===== src/rtl/snake_motion_ctrl.sv =====
// Snake head motion controller: IDLE/RUN/DEAD game FSM, frame-paced stepping,
// player-1 direction handling and wall-collision detection.
module snake_motion_ctrl #(
    parameter int SNAKE_SIZE  = 16,
    parameter int SNAKE_SPEED = 5,
    parameter int SCREEN_W    = 256,
    parameter int SCREEN_H    = 240
) (
    input  logic       clk,
    input  logic       reset,
    input  logic       frame,
    input  logic [7:0] switches_p1,
    output logic [8:0] snake_x,
    output logic [8:0] snake_y,
    output logic [1:0] dir,
    output logic [1:0] game_state,
    output logic       step,
    output logic       crashed
);

    typedef enum logic [1:0] {
        ST_IDLE = 2'd0,
        ST_RUN  = 2'd1,
        ST_DEAD = 2'd2
    } state_t;

    localparam logic [1:0] DIR_RIGHT = 2'd0;
    localparam logic [1:0] DIR_LEFT  = 2'd1;
    localparam logic [1:0] DIR_UP    = 2'd2;
    localparam logic [1:0] DIR_DOWN  = 2'd3;

    localparam int CW = (SNAKE_SPEED > 1) ? $clog2(SNAKE_SPEED) : 1;
    localparam logic [CW-1:0] CNT_LAST = CW'(SNAKE_SPEED - 1);
    localparam logic [CW-1:0] CNT_ONE  = CW'(1);
    localparam logic [CW-1:0] CNT_ZERO = CW'(0);

    localparam logic [8:0] X_HOME = 9'(SCREEN_W / 2 - SNAKE_SIZE / 2);
    localparam logic [8:0] Y_HOME = 9'(SCREEN_H / 2 - SNAKE_SIZE / 2);
    localparam logic signed [9:0] X_MAX   = 10'(SCREEN_W - SNAKE_SIZE);
    localparam logic signed [9:0] Y_MAX   = 10'(SCREEN_H - SNAKE_SIZE);
    localparam logic signed [9:0] STEP_PX = 10'(SNAKE_SIZE);

    state_t        state_q, state_d;
    logic [8:0]    x_q, x_d;
    logic [8:0]    y_q, y_d;
    logic [1:0]    dir_q, dir_d;
    logic [1:0]    next_dir_q, next_dir_d;
    logic [CW-1:0] cnt_q, cnt_d;
    logic          step_q, step_d;
    logic          crashed_q, crashed_d;
    logic          start_q;

    logic              start_edge_s;
    logic [2:0]        req_s;
    logic [1:0]        ref_dir_s;
    logic signed [9:0] next_x_s;
    logic signed [9:0] next_y_s;
    logic              out_of_bounds_s;
    logic              unused_sw_s;

    assign unused_sw_s = ^switches_p1[7:5];

    // Returns {valid, direction}; lowest pressed switch wins (left > right > up > down).
    function automatic logic [2:0] decode_req(input logic [3:0] sw);
        logic [2:0] r;
        if (sw[0]) begin
            r = {1'b1, DIR_LEFT};
        end else if (sw[1]) begin
            r = {1'b1, DIR_RIGHT};
        end else if (sw[2]) begin
            r = {1'b1, DIR_UP};
        end else if (sw[3]) begin
            r = {1'b1, DIR_DOWN};
        end else begin
            r = 3'b000;
        end
        return r;
    endfunction

    // Candidate head position for the pending direction and its wall check.
    always_comb begin
        next_x_s = $signed({1'b0, x_q});
        next_y_s = $signed({1'b0, y_q});
        case (next_dir_q)
            DIR_RIGHT: next_x_s = $signed({1'b0, x_q}) + STEP_PX;
            DIR_LEFT:  next_x_s = $signed({1'b0, x_q}) - STEP_PX;
            DIR_UP:    next_y_s = $signed({1'b0, y_q}) - STEP_PX;
            DIR_DOWN:  next_y_s = $signed({1'b0, y_q}) + STEP_PX;
            default:   next_x_s = $signed({1'b0, x_q});
        endcase
        out_of_bounds_s = (next_x_s > X_MAX) || (next_x_s < 10'sd0) ||
                          (next_y_s > Y_MAX) || (next_y_s < 10'sd0);
    end

    // Game FSM next-state, pacing and direction-request logic.
    always_comb begin
        state_d      = state_q;
        x_d          = x_q;
        y_d          = y_q;
        dir_d        = dir_q;
        next_dir_d   = next_dir_q;
        cnt_d        = cnt_q;
        step_d       = 1'b0;
        ref_dir_s    = dir_q;
        start_edge_s = switches_p1[4] & ~start_q;
        req_s        = decode_req(switches_p1[3:0]);

        case (state_q)
            ST_IDLE: begin
                if (start_edge_s) begin
                    state_d    = ST_RUN;
                    cnt_d      = CNT_ZERO;
                    next_dir_d = dir_q;
                end else begin
                    state_d = ST_IDLE;
                end
            end
            ST_RUN: begin
                if (frame) begin
                    if (cnt_q == CNT_LAST) begin
                        cnt_d = CNT_ZERO;
                        if (out_of_bounds_s) begin
                            state_d = ST_DEAD;
                        end else begin
                            x_d       = next_x_s[8:0];
                            y_d       = next_y_s[8:0];
                            dir_d     = next_dir_q;
                            step_d    = 1'b1;
                            ref_dir_s = next_dir_q;
                        end
                    end else begin
                        cnt_d = cnt_q + CNT_ONE;
                    end
                end else begin
                    cnt_d = cnt_q;
                end
                // A request landing on the step cycle is judged against the direction being committed.
                if (req_s[2] && (state_d == ST_RUN) && (req_s[1:0] != ref_dir_s) &&
                    (req_s[1:0] != (ref_dir_s ^ 2'b01))) begin
                    next_dir_d = req_s[1:0];
                end else begin
                    next_dir_d = next_dir_q;
                end
            end
            ST_DEAD: begin
                if (start_edge_s) begin
                    state_d    = ST_IDLE;
                    x_d        = X_HOME;
                    y_d        = Y_HOME;
                    dir_d      = DIR_RIGHT;
                    next_dir_d = DIR_RIGHT;
                    cnt_d      = CNT_ZERO;
                end else begin
                    state_d = ST_DEAD;
                end
            end
            default: begin
                state_d = ST_IDLE;
            end
        endcase

        crashed_d = (state_d == ST_DEAD);
    end

    // State and output registers with synchronous reset.
    always_ff @(posedge clk) begin
        if (reset) begin
            state_q    <= ST_IDLE;
            x_q        <= X_HOME;
            y_q        <= Y_HOME;
            dir_q      <= DIR_RIGHT;
            next_dir_q <= DIR_RIGHT;
            cnt_q      <= CNT_ZERO;
            step_q     <= 1'b0;
            crashed_q  <= 1'b0;
            start_q    <= 1'b0;
        end else begin
            state_q    <= state_d;
            x_q        <= x_d;
            y_q        <= y_d;
            dir_q      <= dir_d;
            next_dir_q <= next_dir_d;
            cnt_q      <= cnt_d;
            step_q     <= step_d;
            crashed_q  <= crashed_d;
            start_q    <= switches_p1[4];
        end
    end

    assign snake_x    = x_q;
    assign snake_y    = y_q;
    assign dir        = dir_q;
    assign game_state = state_q;
    assign step       = step_q;
    assign crashed    = crashed_q;

endmodule


===== config.mk =====
export PLATFORM = sky130hd
export DESIGN_NAME = snake_motion_ctrl
export DESIGN_NICKNAME = d
export VERILOG_FILES = /design/src/rtl/snake_motion_ctrl.sv
export SDC_FILE = /design/constraint.sdc
export NUM_CORES = 1
export LEC_CHECK = 0
export BUFFER_PORTS_ARGS = -buffer_cell sky130_fd_sc_hd__buf_2
export CAP_MARGIN = 0
export CORE_ASPECT_RATIO = 1.5
export CORE_MARGIN = 2
export CORE_UTILIZATION = 52
export CTS_BUF_LIST = sky130_fd_sc_hd__clkbuf_8
export DETAILED_ROUTE_END_ITERATION = 16
export PLACE_DENSITY = 0.74
export SLEW_MARGIN = 30
export SYNTH_ARGS = -nofsm -noshare
export SYNTH_HDL_FRONTEND = slang
export SYNTH_SLANG_ARGS = --single-unit

===== constraint.sdc =====
create_clock -name clk -period 3.7 [get_ports clk]
set_clock_uncertainty 0.2 [all_clocks]
set_input_delay 0.74 -clock clk [delete_from_list [all_inputs] [get_ports clk]]
set_output_delay 0.74 -clock clk [all_outputs]
set_load 0.005 [all_outputs]

# ---- Word level (Yosys, flattened, before mapping)
# Index checks and enable logic that the tools add are counted.
dict set report word_totals {
  regBits 30
  wordCells 95
}
dict set report op_classes {
  magnitude_cmp 4
  reduce_logical 17
  n_addsub 5
  mux 37
  eq_ne 17
  bitwise_logic 6
}
# cell count
set ops {}
lappend ops {{9-bit 2-to-1 mux} 8}
lappend ops {{10-bit one-hot mux with 2 select lines} 2}
lappend ops {{9-bit one-hot mux with 2 select lines} 2}
lappend ops {{2-bit 2-to-1 mux} 12}
lappend ops {{3-bit 2-to-1 mux} 7}
lappend ops {{9-bit by 5-bit adder with 10-bit output (second input constant)} 2}
lappend ops {{10-bit by 9-bit greater-than comparator with 1-bit output (second input constant)} 2}
lappend ops {{10-bit by 1-bit < comparator with 1-bit output (second input constant)} 2}
lappend ops {{9-bit by 5-bit subtractor with 10-bit output (second input constant)} 2}
lappend ops {{2-bit != test (second input constant)} 6}
lappend ops {{2-bit one-hot mux with 3 select lines} 2}
lappend ops {{2-bit equality test (second input constant)} 4}
lappend ops {{2-bit by 1-bit equality test with 1-bit output (second input constant)} 3}
lappend ops {{3-bit one-hot mux with 2 select lines} 1}
lappend ops {{1-bit inverter} 5}
lappend ops {{5-bit AND reduction} 1}
lappend ops {{2-bit zero test} 2}
lappend ops {{2-bit != test} 2}
lappend ops {{2-bit one-hot mux with 2 select lines} 1}
lappend ops {{4-bit AND reduction} 1}
lappend ops {{2-bit nonzero test} 2}
lappend ops {{4-bit OR reduction} 1}
lappend ops {{3-bit by 1-bit adder with 3-bit output (second input constant)} 1}
lappend ops {{3-bit equality test (second input constant)} 1}
lappend ops {{other kinds (9)} 14}

# ---- Longest topological paths before layout
# Gate-level depths: netlist of run 1.
dict set report logic_depth {
  depth_word 16
  mapped_depth 13
  depth_no_buf 10
}

# ---- Worst setup path before layout of run 1
# Ideal clock, no wire load.
dict set report synth_timing {
  path_kind {register to register}
  start {register next_dir_q[1]}
  end {register x_q[6], in the netlist snake_x[6]}
  slack_ns 0.197
  path_buffers 3
  path_stages_with_launch 13
  arrival_time_ns 3.179
  setup_ns 0.123
  path_cell_list {dfxtp_1 -> clkbuf_8 -> clkbuf_8 -> clkbuf_8 -> nand2b_1 -> xnor2_1 -> ha_1 -> or4b_4 -> nand3_2 -> a221oi_2 -> or4_4 -> o31ai_4 -> mux2_1}
}
dict set report synth_via {
  elab_chain_cells 8
}
# element line_no
set synth_lines {}
lappend synth_lines {{start, declared} 47} ;# logic [1:0] next_dir_q, next_dir_d;
lappend synth_lines {{start signal, assigned} 182} ;# next_dir_q <= next_dir_d;
lappend synth_lines {{2-bit by 1-bit equality test with 1-bit output / 2-bit zero test (equally long branches)} 84} ;# case (next_dir_q)
lappend synth_lines {{10-bit one-hot mux with 2 select lines} 84}
lappend synth_lines {{10-bit by 9-bit greater-than comparator with 1-bit output / 10-bit by 1-bit < comparator with 1-bit output (equally long branches)} 91} ;# out_of_bounds_s = (next_x_s > X_MAX) || (next_x_s < 10'sd0) ||
lappend synth_lines {{1-bit logical OR (2 in a row)} 91}
lappend synth_lines {{1-bit logical OR} 92} ;# (next_y_s > Y_MAX) || (next_y_s < 10'sd0);
lappend synth_lines {{2-bit != test (no source line)} --}
lappend synth_lines {{5-bit AND reduction (no source line)} --}
lappend synth_lines {{end signal, assigned} 169} ;# x_q <= X_HOME;
lappend synth_lines {{end signal, assigned} 179} ;# x_q <= x_d;
lappend synth_lines {{end, declared} 44} ;# logic [8:0] x_q, x_d;
# Several ways; a longest one is shown, not always the timed one. The select of a mux whose other input is x is not followed.
# A chain may end at the register's enable or synchronous reset.

# ---- Final worst setup path of run 1
# Ends and elaborated chain as after synthesis.

==> impl_metrics.toml, run 1 <==
[routing]
postRouteAntennaNets = 0
drt_first_iter_violations = 50
dr.pass1.iters = 4
drc = 0
via_count = 1683
viasPerCell = 5.91
avgRoutedWirePerCell_um = 14.1
routed_wl_um = 4030

[timing]
min_period_ns = 3.41
finalMaxSlewViolations = 0
whs_ns = 0.278
hold_viol_final = 0
setup_viol = 0
fin_ws_ns = 0.289
fin_crit_sh_pct = 92.2
fin_tns_setup_ns = 0
fmax_ghz = 0.293
rsz0062_at_grt = "false"

[global_route]
overflow = 0
antenna_found_initial = 0
grt_use_total_pct = 20.6
grt_max_degree = 26
grt_pass1_vias = 1511
grt_pass1_wl_um = 6620

[clock_tree]
cts.sinks = 23
cts_root_buffer = "clkbuf_8"
numCtsBuffers = 3
hold_buffers = 0
clkTransAtPathRegs_ns = 0.08
cts_max_path_buffers = 2
h-tree-depth = 1
cts_resized = 0
cts_tree = "yes"
clk_latency_ns = 0.27
post_cts_buffers = 0

[yosys]
ys_warn_count = 0
synth_edf_count = 0
synth.cell_area_um2 = 1900
synth-seq-cells = 23
synth_cells = 224
syn_avg_cell_area_um2 = 8.50
ys_dominant_reg_cell = "dfxtp_1"
async_flop_share_pct = 0
seq_area_frac_synth_pct = 24.2
synth.distinct_cells = 70

[power_and_ir_drop]
leakage_nw = 0.802
intPower_mw = 0.371
power_density_nw_per_um2 = 259
swShare_pct = 28.7
p_seq_share_pct = 49.3
power_mw = 0.521
p_clk_share_pct = 29.9
ir_worst_vdd_mv = 0.194
comb_power_share_pct = 20.8
p_switching_mw = 0.150

[layout]
fin_cells = 285
utilization_pct = 58.3
final_common_cell = "buf_2"
final_cell_area_um2 = 2010
syn_to_final_growth_pct = 5.72
final_cell_mix = "24 x buf_2, 23 x dfxtp_1, 16 x nor2_1, 14 x a21oi_1, 13 x nand2_1"
drive_above_1_share_pct = 23.9
num_antenna_cells = 0
nets = 267

[placement]
placed_area_um2 = 1970
dpl_worst_slack_ns = 0.295
portBuffers = 24
dp_hpwl_um = 3040
dp.cells = 281
gp_congestion = 0.809

[status]
status = "completed"

[floorplan]
core_um2 = 3450
io_pins = 35
rows = 26
fp.dieW_um = 53.4
die_y_um = 78.1
start_util_pct = 55.2
dieArea_um2 = 4170

[critical_path]
end_kind = "flip-flop"
critPathKind = "flip-flop to flip-flop"
arrival_ns = 3.37
startpoint_type = "flip-flop"
cp_data_required_time_ns = 3.66
path_max_fanout = 8

[min_path]
hp-class = "flip-flop to flip-flop"

[flow_run]
drv_cap = 0
cell families after synthesis:
family,after synthesis,synth area share (%)
simple gates,92,29.7
fa+ha+maj,12,8.28
xor+xnor,2,0.921
buf+inv,28,10.1
other cells,1,0.197
mux,6,3.29
compound gates,60,23.3
flops,23,24.2
power groups by stage:
stage               registers [mW]  clock network [mW]  logic, mW
finish                       0.257               0.156      0.108
global route                 0.258               0.171      0.120
CTS                          0.257               0.159      0.107
detailed placement           0.263                   0      0.107
global placement             0.263                   0      0.105
floorplan                    0.260                   0     0.0971
worst paths after layout:
path	from	endpoint	slack, ns	depth (start not counted)
worst min-delay path	cnt_q[1]	cnt_q[1]	0.28	2
worst max register to register	next_dir_q[1]	snake_x[6]	0.29	9
worst min register to register	cnt_q[1]	cnt_q[1]	0.28	2
worst max-delay path	next_dir_q[1]	snake_x[6]	0.29	9
sequential cells by signal (all words and copies together), names as in the netlist:
name        count
cnt_q           3
crashed         1
dir             2
game_state      2
next_dir_q      2
snake_x         6
snake_y         5
start_q         1
step            1
per-layer routing:
| metal | share of wire, % | up-vias | track usage (%) | wire length, um |
|---|---|---|---|---|
| met1 | 41 | 788 | 24.6 | 1670 |
| met2 | 53 | 37 | 36.5 | 2140 |
| met3 | 3.0 | 11 | 2.09 | 120 |
| li1 | - | 847 | - | - |
| met5 | 0 | - | 0 | 0 |
| met4 | 2.5 | 0 | 7.69 | 102 |
critical path, cell delays in order (launching register included):
cell and delay [ns]:
dfxtp_1 0.50, nand2b_1 0.17, xnor2_1 0.11, ha_1 0.25
or3b_2 0.49, nand3_2 0.10, a221oi_2 0.06, or4_4 0.59
o31ai_4 0.46, mux2_1 0.36
cell usage after synthesis (2+ instances only):
library cell	number	share of area, %
ha_1	11	7.2
dfxtp_1	23	24
o211ai_1	2	0.79
clkbuf_1	3	0.59
nand3_1	5	1.3
o21a_1	2	0.79
or2_2	5	1.6
nor3b_1	4	1.6
a21oi_1	14	3.7
buf_4	7	2.8
or3b_2	3	1.4
o221ai_1	2	0.92
nor2_1	16	3.2
or2b_2	2	0.92
nor4_1	4	1.3
inv_1	10	2.0
xnor2_1	2	0.92
nand2_1	13	2.6
nand2b_1	6	2.0
clkbuf_8	3	2.2
nor2b_1	3	0.99
o21bai_1	2	0.79
nand4b_1	4	1.8
a21o_2	2	0.92
a22oi_1	2	0.79
a31oi_1	2	0.66
nand3b_1	2	0.79
mux2i_1	4	2.1
buf_6	3	1.8
a311oi_1	2	0.92
or4b_1	2	1.1
and2b_2	2	0.92
o21ai_0	11	2.9
o31ai_1	2	0.79
nor3_1	8	2.1
and4b_1	2	1.1
area by class of cell:
cell class              instances  area, um^2
fillers                       348        1440
multi-input cells             179        1270
flip-flops and latches         23         460
repair buffers                 27         143
well taps                      42        52.6
clock buffers                   3        41.3
inverters                      10        37.5
clock inverters                 1        3.75
Note: power is estimated with default switching activity, not from simulation.
==> run 2, diff against run 1 <==
Settings changed: CORE_ASPECT_RATIO 1.5 to not set, SKIP_LAST_GASP set to 1.
==> impl_metrics.toml, run 2 (synthesized netlist as in run 1, its figures left out) <==
[status]
status = "completed"

[clock_tree]
hold_buffers = 0
cts_root_buffer = "clkbuf_8"
clkTransAtPathRegs_ns = 0.09
cts_tree = "yes"
cts_max_path_buffers = 2
cts_resized = 0
post_cts_buffers = 0
numCtsBuffers = 3
cts.sinks = 23
h-tree-depth = 1
clk_latency_ns = 0.27

[placement]
dp_hpwl_um = 2920
gp_congestion = 0.853
portBuffers = 24

[power_and_ir_drop]
leakage_nw = 0.802
power_density_nw_per_um2 = 261
ir_worst_vdd_mv = 0.153

[routing]
avgRoutedWirePerCell_um = 13.6
postRouteAntennaNets = 0
viasPerCell = 5.75
drc = 0
dr.pass1.iters = 4
routed_wl_um = 3930
drt_first_iter_violations = 97
via_count = 1661

[timing]
setup_viol = 0
worst_pin_slew_ns = 0.598
fin_tns_setup_ns = 0
hold_viol_final = 0
fin_crit_sh_pct = 90.6
whs_ns = 0.277
finalMaxSlewViolations = 0
slew_headroom_pct = 59.6
rsz0062_at_grt = "false"
min_period_ns = 3.35
fmax_ghz = 0.298

[global_route]
gr-usage-met3_pct = 2.08
grtUsageMet1_pct = 27.2
grt_pass1_wl_um = 6360
antenna_found_initial = 0
met2_usage_pct = 30.3
grt_use_total_pct = 19.2
grt_max_degree = 25
grt_pass1_vias = 1385
overflow = 0
grt-busiest-layer = "met2"

[floorplan]
start_util_pct = 55.7
io_pins = 35
core_um2 = 3420
die_y_um = 64.5
rows = 21
fp.dieW_um = 64.5
dieArea_um2 = 4160

[critical_path]
crit_chain = "nand2_1 > ha_1 > or3b_2 > a31oi_1 > o311ai_0 > or2b_2 > o31ai_4 > mux2_1"
r2r_cells = 8
path_max_fanout = 7
arrival_ns = 3.32
cp_data_required_time_ns = 3.67
startpoint_type = "flip-flop"
slowest_delay_ns = 0.54
slowest_stage = "o311ai_0"
regToRegStartpoint = "next_dir_q[0]"
reg2reg_slack_ns = 0.35
critPathKind = "flip-flop to flip-flop"
end_kind = "flip-flop"
worstReg2RegEnd = "snake_x[6]"

[min_path]
min_to = "cnt_q[1]"
worstHoldStart = "cnt_q[1]"
hp-class = "flip-flop to flip-flop"
hold_path_depth = 2

[layout]
largest_reg_flops = 6
final_common_cell = "buf_2"
num_antenna_cells = 0
final_cell_mix = "24 x buf_2, 23 x dfxtp_1, 16 x nor2_1, 14 x a21oi_1, 13 x nand2_1"
nets = 267
drive_above_1_share_pct = 24.3
syn_to_final_growth_pct = 6.05

[flow_run]
drv_cap = 0
==> run 2: changes by cell type in the layout (fill, tap and decap cells not counted) <==
cell / before / now
clkinv_2: 0 / 1
inv_1: 11 / 10
==> run 2: worst max-delay path by stage <==
stage                       start         end  slack, ns  cells after the start
floorplan           next_dir_q[1]  snake_x[6]       0.20                     12
global placement    next_dir_q[0]  snake_x[6]       0.42                      8
detailed placement  next_dir_q[0]  snake_x[6]       0.35                      8
CTS                 next_dir_q[0]  snake_x[6]       0.34                      8
global route        next_dir_q[0]  snake_x[6]       0.13                      8
finish              next_dir_q[0]  snake_x[6]       0.35                      8
==> run 2: power breakdown <==
group	switching, mW	internal [mW]
clock	0.0870	0.0754
combinational	0.0631	0.0459
sequential	0.00480	0.251
==> run 2: worst max-delay path: cells and delay by family (launching register included) <==
family,cells,cell delay [ns]
AO/OA/AOI/OAI,3,1.05
adder cells (fa/ha/maj),1,0.39
flip-flops,1,0.44
multiplexers,1,0.36
AND/OR/NAND/NOR,3,0.81
==> run 2: through the flow <==
step	utilization, %	worst slack, ns	instances	power, mW	cell area, um^2
after global placement	57.7	0.425	285	0.367	1970
final	59.1	0.349	289	0.527	2020
after floorplan	-	0.197	230	0.357	1930
after global routing	59.1	0.131	289	0.558	2020
after detailed placement	57.7	0.348	285	0.369	1970
after CTS	59.1	0.340	289	0.532	2020
==> run 2: layer usage <==
layer	routed length, um	part of all wire, %
met1	2000	51
met3	127	3.2
met5	0	0
met4	48	1.2
met2	1750	45
==> run 2: cell type report <==
class / instances / area [um^2]
Inverter: 10 / 37.5
Fill cell: 330 / 1400
Sequential cell: 23 / 460
Timing Repair Buffer: 27 / 143
Clock inverter: 1 / 5.00
Tap cell: 46 / 57.6
Multi-Input combinational cell: 179 / 1270
Clock buffer: 3 / 41.3
==> run 3, diff against run 2 <==
Settings changed: CORE_UTILIZATION 52 to 50, PLACE_DENSITY 0.74 to 0.72.
==> impl_metrics.toml, run 3 (synthesized netlist as in run 1, its figures left out) <==
[floorplan]
fp.dieW_um = 65.7
core_um2 = 3660
io_pins = 35
dieArea_um2 = 4320
rows = 22
start_util_pct = 52.0
die_y_um = 65.7

[critical_path]
critPathKind = "flip-flop to flip-flop"
worstReg2RegEnd = "snake_x[6]"
path_max_fanout = 9
crit_chain = "nand2_1 > ha_1 > or3b_2 > a31oi_1 > o311ai_0 > or2b_2 > o31ai_4 > mux2_1"
arrival_ns = 3.41
regToRegStartpoint = "next_dir_q[1]"
end_kind = "flip-flop"
r2r_cells = 8
cp_data_required_time_ns = 3.67
slowest_delay_ns = 0.57
slowest_stage = "o311ai_0"
startpoint_type = "flip-flop"
reg2reg_slack_ns = 0.26

[routing]
drc = 0
via_count = 1663
drt_first_iter_violations = 70
avgRoutedWirePerCell_um = 13.2
routed_wl_um = 3850
dr.pass1.iters = 4
postRouteAntennaNets = 0
viasPerCell = 5.71

[global_route]
grt_use_total_pct = 18.7
grt_pass1_vias = 1407
overflow = 0
grt_max_degree = 25
antenna_found_initial = 0
grt_pass1_wl_um = 6370

[min_path]
worstHoldStart = "cnt_q[1]"
min_to = "cnt_q[1]"
hold_path_depth = 2
hp-class = "flip-flop to flip-flop"

[layout]
final_cell_area_um2 = 2020
largest_reg_flops = 6
fin_cells = 291
drive_above_1_share_pct = 24.3
nets = 267
utilization_pct = 55.2
final_cell_mix = "24 x buf_2, 23 x dfxtp_1, 16 x nor2_1, 14 x a21oi_1, 13 x nand2_1"
syn_to_final_growth_pct = 6.18
final_common_cell = "buf_2"
num_antenna_cells = 0

[clock_tree]
cts_root_buffer = "clkbuf_8"
h-tree-depth = 1
cts_max_path_buffers = 2
cts_resized = 0
numCtsBuffers = 3
cts_tree = "yes"
clkTransAtPathRegs_ns = 0.09
cts.sinks = 23
post_cts_buffers = 0
hold_buffers = 0
clk_latency_ns = 0.27

[power_and_ir_drop]
p_switching_mw = 0.157
swShare_pct = 29.7
ir_worst_vdd_mv = 0.147
comb_power_share_pct = 20.3
p_clk_share_pct = 31.2
leakage_nw = 0.802
power_density_nw_per_um2 = 262
p_seq_share_pct = 48.5
intPower_mw = 0.373

[timing]
setup_viol = 0
min_period_ns = 3.44
fin_crit_sh_pct = 93.0
fin_ws_ns = 0.259
finalMaxSlewViolations = 0
slew_headroom_pct = 57.2
worst_pin_slew_ns = 0.634
fmax_ghz = 0.291
rsz0062_at_grt = "false"
hold_viol_final = 0
fin_tns_setup_ns = 0

[placement]
portBuffers = 24
dp.cells = 287
dpl_worst_slack_ns = 0.305
dp_hpwl_um = 2870
gp_congestion = 0.814
placed_area_um2 = 1970

[status]
status = "completed"

[flow_run]
drv_cap = 0
## run 3: cell counts in the layout (fill, tap and decap cells not counted)
No cell type changed its count.
## run 3: worst max-delay path by stage
| stage | slack (ns) | startpoint | cells past startpoint | to |
|---|---|---|---|---|
| floorplan | 0.20 | next_dir_q[1] | 12 | snake_x[6] |
| global route | 0.05 | next_dir_q[1] | 8 | snake_x[6] |
| finish | 0.26 | next_dir_q[1] | 8 | snake_x[6] |
| detailed placement | 0.30 | next_dir_q[1] | 8 | snake_x[6] |
| CTS | 0.26 | next_dir_q[1] | 8 | snake_x[6] |
| global placement | 0.33 | next_dir_q[1] | 8 | snake_x[6] |
## run 3: critical path: cells and delay by family, from the launching register on
family / cells / cell delay (ns)
flops: 1 / 0.49
simple gates: 3 / 0.82
mux: 1 / 0.36
compound gates: 3 / 1.09
fa+ha+maj: 1 / 0.38
## run 3: layer usage
metal	vias to the layer above	wire length, um	part of all wire, %	global-route usage (%)
met5	-	0	0	0
met2	23	1710	44	28.2
li1	854	-	-	-
met4	0	55	1.4	7.03
met3	5	103	2.7	1.54
met1	781	1980	51	27.4
## run 3: final cells by class
| class | instances | area, um^2 |
|---|---|---|
| Inverter | 10 | 37.5 |
| Timing Repair Buffer | 27 | 143 |
| Sequential cell | 23 | 460 |
| Clock inverter | 1 | 5.00 |
| Clock buffer | 3 | 41.3 |
| Fill cell | 369 | 1640 |
| Multi-Input combinational cell | 179 | 1270 |
| Tap cell | 48 | 60.1 |
## run 3: power by group through the flow
stage               Clock (mW)  Combinational (mW)  Sequential (mW)
global placement             0               0.105            0.263
CTS                      0.174               0.107            0.257
detailed placement           0               0.106            0.263
finish                   0.165               0.107            0.257
global route             0.178               0.119            0.258
floorplan                    0              0.0971            0.260
## run 3: metrics by stage
step	power (mW)	hold WS, ns
floorplan	0.357	0.249
global placement	0.368	0.265
detailed placement	0.369	0.271
CTS	0.538	0.285
global route	0.555	0.310
finish	0.530	0.281
